File: config.mk
export PLATFORM = sky130hd
export DESIGN_NAME = packet_receiver
export DESIGN_NICKNAME = d
export VERILOG_FILES = /design/src/rtl/pkt_rx_pkg.sv /design/src/rtl/desc_fifo.sv /design/src/rtl/packet_receiver.sv
export SDC_FILE = /design/constraint.sdc
export NUM_CORES = 2
export LEC_CHECK = 0
export CAP_MARGIN = 20
export CELL_PAD_IN_SITES_DETAIL_PLACEMENT = 1
export CELL_PAD_IN_SITES_GLOBAL_PLACEMENT = 2
export CORE_AREA = 2 2 453 455
export DETAILED_ROUTE_END_ITERATION = 12
export DIE_AREA = 0 0 455 457
export GPL_ROUTABILITY_DRIVEN = 0
export PLACE_DENSITY_LB_ADDON = 0.1
export SLEW_MARGIN = 10
export SYNTH_ARGS = -nofsm -noshare
export SYNTH_HDL_FRONTEND = slang
export SYNTH_SLANG_ARGS = --single-unit
File: constraint.sdc
create_clock -name clock_i -period 5.8 [get_ports clock_i]
set_input_delay 0.87 -clock clock_i [delete_from_list [all_inputs] [get_ports clock_i]]
set_output_delay 0.87 -clock clock_i [all_outputs]
set_load 0.01 [all_outputs]
File: src/rtl/pkt_rx_pkg.sv
// Shared types and sizing for the RX packet path: FSM states, descriptor layout,
// ring and beat geometry.
package pkt_rx_pkg;

    localparam int RX_DATA_WIDTH = 512;
    localparam int RX_KEEP_WIDTH = RX_DATA_WIDTH / 8;   // bytes per beat
    localparam int RX_ADDR_WIDTH = 8;
    localparam int RX_LEN_WIDTH  = 16;
    localparam int RX_RING_BEATS = 2 ** RX_ADDR_WIDTH;

    typedef enum logic [1:0] {
        S_IDLE,
        S_RECV,
        S_DROP
    } rx_state_t;

    typedef struct packed {
        logic [RX_ADDR_WIDTH-1:0] addr;
        logic [RX_LEN_WIDTH-1:0]  pkt_len;
        logic [RX_LEN_WIDTH-1:0]  byte_len;
    } rx_desc_t;

endpackage

File: src/rtl/desc_fifo.sv
// First-word-fall-through descriptor queue between the RX writer and the
// rule-match engine; head is valid whenever empty is low.
module desc_fifo
    import pkt_rx_pkg::*;
#(
    parameter int DEPTH = 4
) (
    input  logic                     clock_i,
    input  logic                     reset_ni,
    input  logic                     push,
    input  rx_desc_t                 push_data,
    input  logic                     pop,
    output rx_desc_t                 head,
    output logic                     full,
    output logic                     empty,
    output logic [$clog2(DEPTH):0]   level
);

    localparam int AW = $clog2(DEPTH);

    rx_desc_t        mem [DEPTH];
    logic [AW-1:0]   rd_ptr;
    logic [AW-1:0]   wr_ptr;
    logic [AW:0]     count;
    logic            do_push;
    logic            do_pop;

    assign do_push = push & ~full;
    assign do_pop  = pop & ~empty;

    always_ff @(posedge clock_i or negedge reset_ni) begin
        if (!reset_ni) begin
            for (int i = 0; i < DEPTH; i++) mem[i] <= '0;
            rd_ptr <= '0;
            wr_ptr <= '0;
            count  <= '0;
        end else begin
            if (do_push) begin
                mem[wr_ptr] <= push_data;
                wr_ptr      <= wr_ptr + AW'(1);
            end
            if (do_pop) rd_ptr <= rd_ptr + AW'(1);
            if (do_push && !do_pop) count <= count + (AW+1)'(1);
            else if (!do_push && do_pop) count <= count - (AW+1)'(1);
        end
    end

    assign head  = mem[rd_ptr];
    assign full  = (count == (AW+1)'(DEPTH));
    assign empty = (count == '0);
    assign level = count;

endmodule

File: src/rtl/packet_receiver.sv
// RX frame writer: stores CMAC beats into the packet ring, emits one descriptor per
// stored frame and drops frames that do not fit. Never backpressures the MAC.
//
// state  | meaning
// S_IDLE | waiting for the first beat of a frame
// S_RECV | frame in progress, beats are being stored
// S_DROP | discarding the remainder of a frame
module packet_receiver
    import pkt_rx_pkg::*;
#(
    parameter int AXIS_DATA_WIDTH = RX_DATA_WIDTH,
    parameter int AXIS_KEEP_WIDTH = AXIS_DATA_WIDTH / 8,
    parameter int ADDR_WIDTH      = RX_ADDR_WIDTH,
    parameter int LEN_WIDTH       = RX_LEN_WIDTH,
    parameter int DESC_DEPTH      = 4
) (
    input  logic                       clock_i,
    input  logic                       reset_ni,
    input  logic [AXIS_DATA_WIDTH-1:0] s_axis_tdata,
    input  logic [AXIS_KEEP_WIDTH-1:0] s_axis_tkeep,
    input  logic                       s_axis_tvalid,
    input  logic                       s_axis_tlast,
    output logic                       s_axis_tready,
    output logic                       mem_wr_en,
    output logic [ADDR_WIDTH-1:0]      mem_wr_addr,
    output logic [AXIS_DATA_WIDTH-1:0] mem_wr_data,
    output logic                       m_desc_valid,
    input  logic                       m_desc_ready,
    output logic [ADDR_WIDTH-1:0]      m_desc_addr,
    output logic [LEN_WIDTH-1:0]       m_desc_pkt_len,
    output logic [LEN_WIDTH-1:0]       m_desc_byte_len,
    input  logic                       s_rel_valid,
    input  logic [ADDR_WIDTH:0]        s_rel_beats,
    output logic [15:0]                drop_cnt_o
);

    localparam int RING_BEATS = 2 ** ADDR_WIDTH;
    localparam int FW         = ADDR_WIDTH + 1;
    localparam int LW         = $clog2(DESC_DEPTH) + 1;

    rx_state_t             state, state_nxt;
    logic [FW-1:0]         free_cnt, free_nxt;
    logic [FW:0]           free_sum;
    logic [ADDR_WIDTH-1:0] wr_ptr, pkt_start, frame_start;
    logic [LEN_WIDTH-1:0]  pkt_beats, cur_beats, beats_new, byte_len_new;
    logic                  push_req;
    rx_desc_t              push_desc, head;
    logic                  fifo_full, fifo_empty, desc_room;
    logic [LW-1:0]         fifo_level;
    logic                  beat, fits, store, commit, rewind, drop_inc;

    assign beat         = s_axis_tvalid & s_axis_tready;
    assign cur_beats    = (state == S_RECV) ? pkt_beats : '0;
    assign fits         = 32'(cur_beats) < 32'(free_cnt);
    assign beats_new    = cur_beats + LEN_WIDTH'(1);
    assign frame_start  = (state == S_RECV) ? pkt_start : wr_ptr;
    assign byte_len_new = (beats_new - LEN_WIDTH'(1)) * LEN_WIDTH'(AXIS_KEEP_WIDTH)
                        + LEN_WIDTH'($countones(s_axis_tkeep));
    // A descriptor registered last cycle but not yet in the FIFO still occupies a slot.
    assign desc_room    = !fifo_full && !(push_req && fifo_level == LW'(DESC_DEPTH - 1));

    always_comb begin
        state_nxt = state;
        store     = 1'b0;
        commit    = 1'b0;
        rewind    = 1'b0;
        drop_inc  = 1'b0;
        case (state)
            S_IDLE, S_RECV: begin
                if (beat) begin
                    if (fits) begin
                        store = 1'b1;
                        if (s_axis_tlast) begin
                            state_nxt = S_IDLE;
                            if (desc_room) begin
                                commit = 1'b1;
                            end else begin
                                rewind   = 1'b1;
                                drop_inc = 1'b1;
                            end
                        end else begin
                            state_nxt = S_RECV;
                        end
                    end else begin
                        rewind = 1'b1;
                        if (s_axis_tlast) begin
                            drop_inc  = 1'b1;
                            state_nxt = S_IDLE;
                        end else begin
                            state_nxt = S_DROP;
                        end
                    end
                end
            end
            S_DROP: begin
                if (beat && s_axis_tlast) begin
                    drop_inc  = 1'b1;
                    state_nxt = S_IDLE;
                end
            end
            default: state_nxt = S_IDLE;
        endcase
    end

    // Commit and release can land together; release past the ring size saturates.
    always_comb begin
        free_sum = {1'b0, free_cnt};
        if (commit) free_sum = free_sum - (FW+1)'(beats_new);
        if (s_rel_valid) free_sum = free_sum + {1'b0, s_rel_beats};
        if (free_sum > (FW+1)'(RING_BEATS)) free_nxt = FW'(RING_BEATS);
        else free_nxt = free_sum[FW-1:0];
    end

    always_ff @(posedge clock_i or negedge reset_ni) begin
        if (!reset_ni) begin
            state         <= S_IDLE;
            s_axis_tready <= 1'b0;
            mem_wr_en     <= 1'b0;
            mem_wr_addr   <= '0;
            mem_wr_data   <= '0;
            wr_ptr        <= '0;
            pkt_start     <= '0;
            pkt_beats     <= '0;
            free_cnt      <= FW'(RING_BEATS);
            push_req      <= 1'b0;
            push_desc     <= '0;
            drop_cnt_o    <= '0;
        end else begin
            state         <= state_nxt;
            s_axis_tready <= 1'b1;
            mem_wr_en     <= store;
            if (store) begin
                mem_wr_addr <= wr_ptr;
                mem_wr_data <= s_axis_tdata;
                pkt_start   <= frame_start;
                pkt_beats   <= beats_new;
            end
            if (rewind) wr_ptr <= frame_start;
            else if (store) wr_ptr <= wr_ptr + ADDR_WIDTH'(1);
            push_req <= commit;
            if (commit) push_desc <= '{addr: frame_start, pkt_len: beats_new, byte_len: byte_len_new};
            free_cnt <= free_nxt;
            if (drop_inc) drop_cnt_o <= drop_cnt_o + 16'd1;
        end
    end

    desc_fifo #(.DEPTH(DESC_DEPTH)) u_desc_fifo (
        .clock_i   (clock_i),
        .reset_ni  (reset_ni),
        .push      (push_req),
        .push_data (push_desc),
        .pop       (m_desc_valid & m_desc_ready),
        .head      (head),
        .full      (fifo_full),
        .empty     (fifo_empty),
        .level     (fifo_level)
    );

    assign m_desc_valid    = ~fifo_empty;
    assign m_desc_addr     = head.addr;
    assign m_desc_pkt_len  = head.pkt_len;
    assign m_desc_byte_len = head.byte_len;

endmodule

==> out/qor.csv <==
stage,metric,value,unit
run,number of maximum-capacitance violations,0,
power,power per cell area,641.1,mW/mm2
timing,final max-slew violation count,0,
cells_and_area,area used by multi-input combinational logic,0.01343,mm2
cts,clock-pin slew of the registers on the worst-case setup and hold paths,0.06,ns
power,Overall Power,34000,uW
cells_and_area,total number of nets in the final design,5329,
run_status,status,"finished, violations left",
synth,"EDFF count, synth",0,
floorplan,width of the chip,455,um
synth,multiplexer share of the synthesized area,8.463,%
cells_and_area,sequential cell area,0.01975,mm2
timing,number of hold-slack violations in the final timing report,0,
floorplan,initial cell density of the core,16.75,%
synth,sequential share of the synthesized area,57.97,%
global_route,first-pass GRT wire length,256.0,mm
cts,clock tree from TritonCTS,built,
route,post-DR vias/cell,3.883,
cts,number of clock sinks,789,
global_route,largest net degree at the start of global routing,172,
timing,Hold WS,0.09746,ns
critical_path,delay of the slowest cell on the worst path,0.55,ns
synth,xor and xnor area share after synthesis,1.311,%
placed_design,count of input and output buffers,1169,
cells_and_area,non-filler instance count after layout,7414,
synth,fraction of the mapped netlist area in adder cells,5.186,%
timing,final clock period utilization by the worst path,114.0,%
cts,Worst-Skew Late Latency,0.74,ns
placed_design,worst setup timing slack at the placement stage,-1.994,ns
cells_and_area,most frequent standard cell in the layout excluding fill and tap cells,nand2_1,
global_route,initial antenna violation count,86,
global_route,global route total overflow,0,
synth,per-instance average area after synthesis,9.905,um2
route,WL/cell,24.89,um
critical_path,most frequent CP cell,fa_2,
route,total wirelength of the detailed-routed design,184.5,mm
timing,fmax,151.3,MHz
cells_and_area,highest-count cells in the layout ignoring fill and taps,"nand2_1 (1,662), clkdlybuf4s50_1 (1,135), dfrtp_1 (786)",
critical_path,critical register-to-register path startpoint,state[1],
critical_path,CP Class,input port to flop,
cts,# H-tree levels,3,
critical_path,required time of the worst setup path,6.40,ns
cts,clock buffer count from CTS,108,
synth,"area fraction in and, or, nand and nor cells after synthesis",20.86,%
timing,normalized max-slew margin,29.44,%
floorplan,area of the core region,0.2033,mm2
critical_path,Worst EP arrival,7.21,ns
critical_path,element type at the critical path start,input port,
critical_path,setup slack on the worst flop-to-flop path,0.49,ns
timing,unrepaired setup endpoints after global routing,yes,
power,worst supply voltage drop on vdd,792.4,uV
power,Leak,0.02475,uW
run_status,violated checks,setup timing,
synth,Netlist Area Pre-Place,0.03406,mm2
synth,flop and latch count out of synthesis,789,
global_route,total routing usage reported by global routing,17.44,%
route,first-iteration detailed-routing DRC count,1322,
timing,"crit path setup slack, layout",-0.8105,ns
cells_and_area,"Core Util, Final",26.08,%
placed_design,Detailed Place HPWL,141.4,mm
timing,Tmin final,6.610,ns
synth,number of instances in the synthesized netlist,3439,
floorplan,overall die area,0.2079,mm2
cts,number of hold-repair buffers added at the cts stage,0,
critical_path,worst r2r path cells,20,
synth,Synth Area in Compound Gates,2.953,%
synth,synthesized netlist net count,4137,
critical_path,highest net fanout along the worst path,2,
floorplan,Row Count,166,
route,total number of vias,28786,
floorplan,overall die height,457,um
synth,count of synthesis-stage warnings from yosys,0,
critical_path,CP max-delay cell,fa_2,
cts,buffer depth of the longest clock path,3,
route,DRC errors left,0,
critical_path,kind of end point of the critical path,flop,
cells_and_area,layout-stage area growth over the synthesis result,55.68,%
cts,root buffer cell,clkbuf_16,
timing,count of endpoints failing setup in the final report,12,
critical_path,Crit Reg-Reg Endpoint,free_cnt[0],
global_route,number of global-route vias before repair,30812,
cells_and_area,ratio of cells with drive above 1 in the final layout,11.79,%
route,count of TritonRoute iterations in the first routing pass,5,
min_path,Hold/Removal Path Class,input port to async pin,
placed_design,cell count after placement,7202,
timing,Fin Clk Skew,0.02220,ns
cells_and_area,fill count,22992,
timing,transition time at the pin with the least slew margin,1.058,ns
route,post-detailed-route count of antenna-violating nets,0,
floorplan,number of top-level pins,1170,
synth,most frequently used flop master after synthesis,dfrtp_1,
synth,main combinational cell family by area after synthesis,simple AND/OR/NAND/NOR gates,
synth,count of cell types in the netlist,66,
synth,fraction of registers with async set or reset after synthesis,100.0,%
==> layout make-up <==
cell class	count	area share, %
repair buffers	1249	23.44
flip-flops and latches	789	37.24
clock buffers	158	5.828
multi-input cells	2359	25.32
diodes	12	0.05663
clock inverters	35	0.8659
well taps	2688	6.342
inverters	124	0.9060
==> sequential cells by signal, indices dropped and copies added, names as in the netlist <==
signal              flops
state                   2
u_desc_fifo.rd_ptr      2
drop_cnt_o             16
mem_wr_addr             8
push_req                1
s_axis_tready           1
u_desc_fifo.mem       160
u_desc_fifo.wr_ptr      2
mem_wr_data           512
free_cnt                9
pkt_start               8
push_desc              40
wr_ptr                  8
mem_wr_en               1
u_desc_fifo.level       3
pkt_beats              16
==> power breakdown <==
| part | internal (uW) | total [uW] | switching (uW) | leakage (uW) |
|---|---|---|---|---|
| sequential | 7790 | 9370 | 1580 | 0.0100 |
| clock | 4030 | 6860 | 2820 | 0.00174 |
| combinational | 8410 | 17800 | 9360 | 0.0130 |
==> cells by family after synthesis <==
kind of cell | Yosys count
flip-flops | 789
AND/OR/NAND/NOR | 1825
other | 1
buffers and inverters | 291
adder cells (fa/ha/maj) | 107
AO/OA/AOI/OAI | 158
multiplexers | 217
XOR/XNOR | 51
==> per-stage QoR <==
stage / TNS (ns) / instance area, um2
floorplan: -7.420 / 34100
global placement: -23.33 / 49330
detailed placement: -23.37 / 49330
CTS: -6.786 / 52870
global route: -6.520 / 53010
finish: -4.915 / 53030
==> metal layers <==
metal | global-route usage, % | part of all wire, %
met5 | 0 | 0.24
met4 | 3.276 | 2.0
met3 | 6.188 | 7.8
met2 | 30.28 | 50
met1 | 20.63 | 40
==> synth_stat cells, types with 3 or more instances <==
cell	n	area share, %
fa_1	57	3.3
mux2_2	168	5.6
o21a_1	9	0.20
o31ai_1	11	0.24
a211oi_1	3	0.066
and3_1	7	0.13
a311oi_1	3	0.077
a21oi_1	31	0.46
mux4_2	40	2.6
inv_2	3	0.033
nor2b_1	12	0.22
ha_1	50	1.8
o22ai_1	3	0.055
mux2i_1	9	0.26
xnor2_1	33	0.85
dfrtp_1	788	58
o31a_1	3	0.077
and2_1	11	0.20
or3_1	10	0.18
nor4_1	8	0.15
nand3_1	14	0.21
nand4_1	13	0.24
clkbuf_1	153	1.7
a21o_1	5	0.11
buf_1	10	0.11
nand2_1	1668	18
o21ai_0	61	0.90
nor2_1	51	0.56
nand2b_1	6	0.11
xor2_1	18	0.46
inv_1	120	1.3
nor3_1	12	0.18
a31oi_1	7	0.13
a21boi_0	3	0.066
==> how the worst max path moves through the flow <==
stage,from,endpoint,slack (ns)
3_3_place_gp,s_axis_tkeep[11],push_desc[12],-1.94
2_1_floorplan,s_axis_tkeep[53],push_desc[12],-0.92
5_1_grt,s_axis_tkeep[29],push_desc[12],-0.94
6_report,s_axis_tkeep[55],push_desc[12],-0.81
3_5_place_dp,s_axis_tkeep[11],push_desc[12],-1.99
4_1_cts,s_axis_tkeep[27],push_desc[12],-0.83
==> critical path: cells and delay by family <==
kind            cells  cell delay (ns)
buf+inv             8             0.77
xor+xnor            1             0.17
compound gates      5             1.05
simple gates        1             0.05
fa+ha+maj          10             4.29
==> timing repair <==
item	4_1_cts	5_1_grt
setup endpoints to repair	15	23
setup buffers	5	8
resized for setup	72	84
pin swaps	42	62
Power figures use the tool's default switching activity.
